--- src/rtl/display_write_scheduler.sv ---
// Two-port register-write arbiter in front of the display block.
// Spaces toggle-class writes so the pixel-clock toggle syncs never drop one.
module display_write_scheduler #(
   parameter int unsigned GAP_CYCLES = 40,
   parameter int unsigned STALL_W    = 16
) (
   input  logic               clk_74a,
   input  logic               reset_n,
   input  logic               p0_valid_i,
   output logic               p0_ready_o,
   input  logic [31:0]        p0_addr_i,
   input  logic [31:0]        p0_data_i,
   input  logic               p1_valid_i,
   output logic               p1_ready_o,
   input  logic [31:0]        p1_addr_i,
   input  logic [31:0]        p1_data_i,
   output logic [31:0]        disp_addr_o,
   output logic               disp_wr_o,
   output logic [31:0]        disp_wr_data_o,
   output logic               last_grant_o,
   output logic               gap_busy_o,
   output logic [STALL_W-1:0] stall_cnt_o
);

   localparam int unsigned GW = $clog2(GAP_CYCLES + 1);
   localparam logic [GW-1:0] GAP_LOAD = GW'(GAP_CYCLES - 1);
   localparam logic [STALL_W-1:0] STALL_MAX = '1;

   function automatic logic is_toggle(input logic [31:0] a);
      return (a == 32'h0020_0000) || (a == 32'h0020_0004) ||
             (a == 32'h00F0_0010) || (a == 32'h00F0_0014) ||
             (a == 32'h00F0_0018);
   endfunction

   logic [GW-1:0]      gap_q, gap_d;
   logic               gap_busy_q, gap_busy_d;
   logic [STALL_W-1:0] stall_q, stall_d;
   logic               rr_q, rr_d;
   logic               last_q, last_d;
   logic               wr_q, wr_d;
   logic [31:0]        addr_q, addr_d;
   logic [31:0]        data_q, data_d;

   logic tog0, tog1, gap_zero;
   logic elig0, elig1;
   logic gnt0, gnt1, gnt_any, gnt_tog;
   logic stall_now;

   // Classify each port's head request and decide who may go this cycle.
   always_comb begin
      tog0     = is_toggle(p0_addr_i);
      tog1     = is_toggle(p1_addr_i);
      gap_zero = (gap_q == '0);
      elig0    = p0_valid_i & (~tog0 | gap_zero);
      elig1    = p1_valid_i & (~tog1 | gap_zero);
      gnt0     = 1'b0;
      gnt1     = 1'b0;
      if (elig0 && elig1) begin
         gnt0 = ~rr_q;
         gnt1 = rr_q;
      end else begin
         gnt0 = elig0;
         gnt1 = elig1;
      end
      gnt_any   = gnt0 | gnt1;
      gnt_tog   = (gnt0 & tog0) | (gnt1 & tog1);
      stall_now = ((p0_valid_i & tog0) | (p1_valid_i & tog1)) & ~gap_zero;
   end

   // Readies are held low while reset is asserted.
   always_comb begin
      p0_ready_o = gnt0 & reset_n;
      p1_ready_o = gnt1 & reset_n;
   end

   // Next-state for issue register, round-robin pointer, gap and stall count.
   always_comb begin
      wr_d       = gnt_any;
      addr_d     = addr_q;
      data_d     = data_q;
      last_d     = last_q;
      rr_d       = rr_q;
      gap_d      = gap_q;
      stall_d    = stall_q;
      if (gnt0) begin
         addr_d = p0_addr_i;
         data_d = p0_data_i;
         last_d = 1'b0;
         rr_d   = 1'b1;
      end else if (gnt1) begin
         addr_d = p1_addr_i;
         data_d = p1_data_i;
         last_d = 1'b1;
         rr_d   = 1'b0;
      end
      if (gnt_tog) begin
         gap_d = GAP_LOAD;
      end else if (!gap_zero) begin
         gap_d = gap_q - 1'b1;
      end
      gap_busy_d = (gap_d != '0);
      if (stall_now && (stall_q != STALL_MAX)) begin
         stall_d = stall_q + 1'b1;
      end
   end

   // State registers; async active-low reset clears everything.
   always_ff @(posedge clk_74a or negedge reset_n) begin
      if (!reset_n) begin
         wr_q       <= 1'b0;
         addr_q     <= '0;
         data_q     <= '0;
         last_q     <= 1'b0;
         rr_q       <= 1'b0;
         gap_q      <= '0;
         gap_busy_q <= 1'b0;
         stall_q    <= '0;
      end else begin
         wr_q       <= wr_d;
         addr_q     <= addr_d;
         data_q     <= data_d;
         last_q     <= last_d;
         rr_q       <= rr_d;
         gap_q      <= gap_d;
         gap_busy_q <= gap_busy_d;
         stall_q    <= stall_d;
      end
   end

   assign disp_wr_o      = wr_q;
   assign disp_addr_o    = addr_q;
   assign disp_wr_data_o = data_q;
   assign last_grant_o   = last_q;
   assign gap_busy_o     = gap_busy_q;
   assign stall_cnt_o    = stall_q;

endmodule

--- config.mk ---
export PLATFORM = sky130hd
export DESIGN_NAME = display_write_scheduler
export DESIGN_NICKNAME = d
export VERILOG_FILES = /design/src/rtl/display_write_scheduler.sv
export SDC_FILE = /design/constraint.sdc
export NUM_CORES = 1
export LEC_CHECK = 0
export CAP_MARGIN = 20
export CORE_MARGIN = 2
export CORE_UTILIZATION = 54
export DETAILED_ROUTE_END_ITERATION = 12
export DONT_BUFFER_PORTS = 1
export PLACE_DENSITY = 0.8
export SLEW_MARGIN = 10
export SYNTH_ARGS = -nofsm -noshare
export SYNTH_HDL_FRONTEND = slang
export SYNTH_SLANG_ARGS = --single-unit
--- constraint.sdc ---
create_clock -name clk_74a -period 3.1 [get_ports clk_74a]
set_clock_uncertainty 0.2 [all_clocks]
set_input_delay 0.62 -clock clk_74a [delete_from_list [all_inputs] [get_ports clk_74a]]
set_output_delay 0.62 -clock clk_74a [all_outputs]
set_load 0.02 [all_outputs]
==> summary.md <==
| Metric | Value |
|---|---|
| CTS root buffer | `clkbuf_8` |
| YS warnings | `0` |
| Crit Path Category | `primary input to output pin` |
| Worst min-delay path class | `primary input to flop` |
| Status | `finished clean` |
| Post-synthesis sequential area ratio | `0.512` |
| Most numerous cell in the Yosys netlist | `dfrtp_1` |
| RR Startpoint | `gap_q[1]$_DFF_PN0_` |
| Initial antenna violation count | `0` |
| Fill cells | `a little over 600` |
| Worst Path Required | `2280 ps` |
| Routed vias/inst | `about 6.8` |
| Power density over cell area | `approximately 550 mW/mm2` |
| CP Max Fanout | `6` |
| Worst-path cell chain | `or4_1 -> o41ai_2 -> nor3b_4 -> a21o_4 -> o21bai_4 -> nor2_4` |
| Clk pin slew, worst setup/hold paths | `roughly 90 ps` |
| Post-Synth XOR/XNOR Area | `0.0378` |
| Remaining DRCs | `0` |
| Max Slew Vio Count | `0` |
| Ant diodes | `0` |
| First-pass GRT wire length | `17500 um` |
| Reg2reg path depth | `9` |
| Vias in the first global route | `about 3400` |
| Global-route usage over all layers | `0.256` |
| CP Data Arrival Time | `2220 ps` |
| Ys flop type | `dfrtp_1` |
| Max VDD drop | `about 0.28 mV` |
| Area share of the largest cell type after synthesis | `0.512` |
| NumNets Final | `about 520` |
| FP Rows | `32` |
| Clock latency on the worst-skew pair | `roughly 340 ps` |
| Routability Congestion | `0.856` |
| Slew HR | `0.634` |
| NetSw | `a little under 0.0008 W` |
| CP Launch Type | `primary input` |
| Cts bufs inserted | `9` |
| Post-layout util | `0.631` |
| Layout cells sized above 1 | `0.290` |
| Post-DP HPWL | `8440 um` |
| Slowest stage delay, CP | `roughly 570 ps` |
| Finished Cell Area | `0.00493 mm2` |
| Post-synthesis adder-cell area fraction | `0.00853` |
| Post-synth EDFFs | `0` |
| CTS tree | `yes` |
| Reg power frac | `0.552` |
| Area growth from synthesis to final layout | `11.9%` |
| Placed insts | `471` |
| FF+latch count, synth | `90` |
| Distinct cells, synth | `42` |
| Area leader, netlist | `dfrtp_1` |
| Pleak | `between 1.5 and 2 nW` |
| Worst Setup End Kind | `output pin` |
| Top post-synthesis cells by count | `90 x dfrtp_1, 63 x nand2b_1, 58 x o221a_2` |
| Logic pwr share | `0.115` |
| Post-layout min period | `between 3000 and 4000 ps` |
| Sw frac | `0.285` |
| Synth Area per Inst | `11.7 um2` |
| Avg WL per Cell | `23.6 um` |
| Die height | `94.3 um` |
| Buffers on Ports | `0` |
| Hold path cells | `1` |
| Initial Utilization | `0.564` |
| GRT overflow | `0` |
| Bufs on Longest Clock Path | `2` |
| Clk sinks | `90` |
| Crit path launch | `p1_addr_i[1]` |
| Endpoints failing setup | `0` |
| IO Pins | `approximately 220` |
| Crit share post-route | `0.980` |
| H-tree depth | `3` |
| Compound-Gate Fraction of Synth Area | `0.206` |
| Hold Violations, Final | `0` |
| Placed Area | `roughly 0.0046 mm2` |
| Clock share of power | `0.333` |
| Mapped Cells | `around 380` |
| Largest net degree at the start of global routing | `91` |
| Measured slew at the worst slew-check pin | `about 550 ps` |
| Setup slack, reg-to-reg | `roughly 560 ps` |
| # Max-Cap Violations | `0` |
| Hold Crit Start | `p0_addr_i[14]` |
| Post-Syn Nets | `510` |
| Internal power | `0.00195 W` |
| Worst Hold End | `disp_addr_o[14]$_DFFE_PN0P_` |
| Die ar. | `0.00889 mm2` |
| Largest family of logic cells by synthesized area | `compound AO/OA/AOI/OAI gates` |
| Simple-Gate Fraction of Synth Area | `0.197` |
| Synth top area cells | `dfrtp_1 51%, o221a_2 15%, nand2b_1 9.0%` |
| DR vias | `roughly 3300` |
| FFs w/ async S/R, synth | `1.00` |
| DR pass1 iterations | `5` |
| Netlist area before placement | `between 0.004 and 0.005 mm2` |
| Routed wire length | `11600 um` |
| Worst flop-to-flop path endpoint | `disp_wr_data_o[1]$_DFFE_PN0P_` |
| Core area | `0.00781 mm2` |
| Die W | `approximately 94 um` |
| Final ANT Viol Nets | `0` |
| CP max stage cell | `or4_1` |
| Max frequency | `about 330 MHz` |
| Initial DRC count | `179` |
| Setup TNS | `0 ps` |
| Final std cells w/o fill | `just under 500` |
| Mux share of post-synthesis cell area | `0.00256` |
==> metrics by stage <==
stage	power, W	hold WS, ps	worst slack (ps)
3_5_place_dp	0.00181	127	24.1
3_3_place_gp	0.00180	126	33.6
2_1_floorplan	0.00172	124	-69.6
6_report	0.00272	249	63.2
5_1_grt	0.00284	219	-16.1
4_1_cts	0.00275	229	16.2
==> flip-flops by register name, summed over array words and instances, names as in the netlist <==
register,flops
rr_q,1
gap_busy_o,1
disp_wr_o,1
disp_wr_data_o,32
last_grant_o,1
stall_cnt_o,16
disp_addr_o,32
gap_q,6
==> placed cells by master, fill, tap and decap left out, types with 3 or more instances in the layout <==
master / n
nand2b_1: 63
nand2_1: 9
o221a_1: 5
buf_4: 12
clkinv_4: 3
nor4_1: 16
nor4_2: 3
nand4_1: 9
buf_12: 4
xor2_1: 13
nor2_1: 11
clkbuf_8: 11
inv_1: 11
nor3_2: 4
dfrtp_1: 89
a21oi_1: 6
o221a_2: 58
nand3_1: 7
xnor2_1: 6
nor3_1: 6
ha_1: 3
==> timing repair <==
| item | CTS | global route |
|---|---|---|
| gates resized for setup | 3 | 5 |
| endpoints found under the hold margin | 90 | 0 |
| setup buffers | 0 | 2 |
| setup endpoints to repair | 2 | 2 |
| hold buffers | 2 | 0 |
==> worst max-delay path by stage <==
stage	end	slack [ps]	depth (start not counted)
floorplan	p0_ready_o	-70	8
global placement	p0_ready_o	30	7
detailed placement	p0_ready_o	20	7
CTS	p0_ready_o	20	8
global route	p0_ready_o	-20	6
finish	p0_ready_o	60	6
==> area by class of cell <==
cell class | instances | area [um2] | share of cell area
sequential | 90 | 2250 | 0.457
multi-input combinational | 254 | 2060 | 0.418
timing repair buffer | 18 | 208 | 0.0422
clock buffer | 11 | 151 | 0.0307
tap | 102 | 128 | 0.0259
clock inverter | 5 | 86.3 | 0.0175
inverter | 11 | 41.3 | 0.00838
==> worst max-delay path, delay by kind of cell <==
family	cells	cell delay, ps
AOI/OAI and AO/OA	3	550
and+or+nand+nor	3	1040
==> power by group through the flow <==
stage	combinational, W	clock, W	sequential (W)
final	0.000313	0.000907	0.00150
after global routing	0.000340	0.000989	0.00151
after CTS	0.000313	0.000934	0.00150
after detailed placement	0.000282	0	0.00153
after global placement	0.000274	0	0.00152
after floorplan	0.000231	0	0.00149
==> layer usage <==
metal,up-vias,GRT usage,part of all wire
met4,0,0.0773,0.022
met3,25,0.0971,0.097
met1,1652,0.321,0.39
li1,1457,-,-
met5,-,0,0
met2,182,0.414,0.50
==> kinds of logic (layout without fill, tap and decap cells) <==
kind of cell / count (synthesis) / after routing
fa+ha+maj: 3 / 3
xor+xnor: 19 / 19
compound gates: 88 / 88
flops: 90 / 90
mux: 1 / 1
simple gates: 143 / 143
buf+inv: 31 / 45
(Power assumes the default switching activity.)
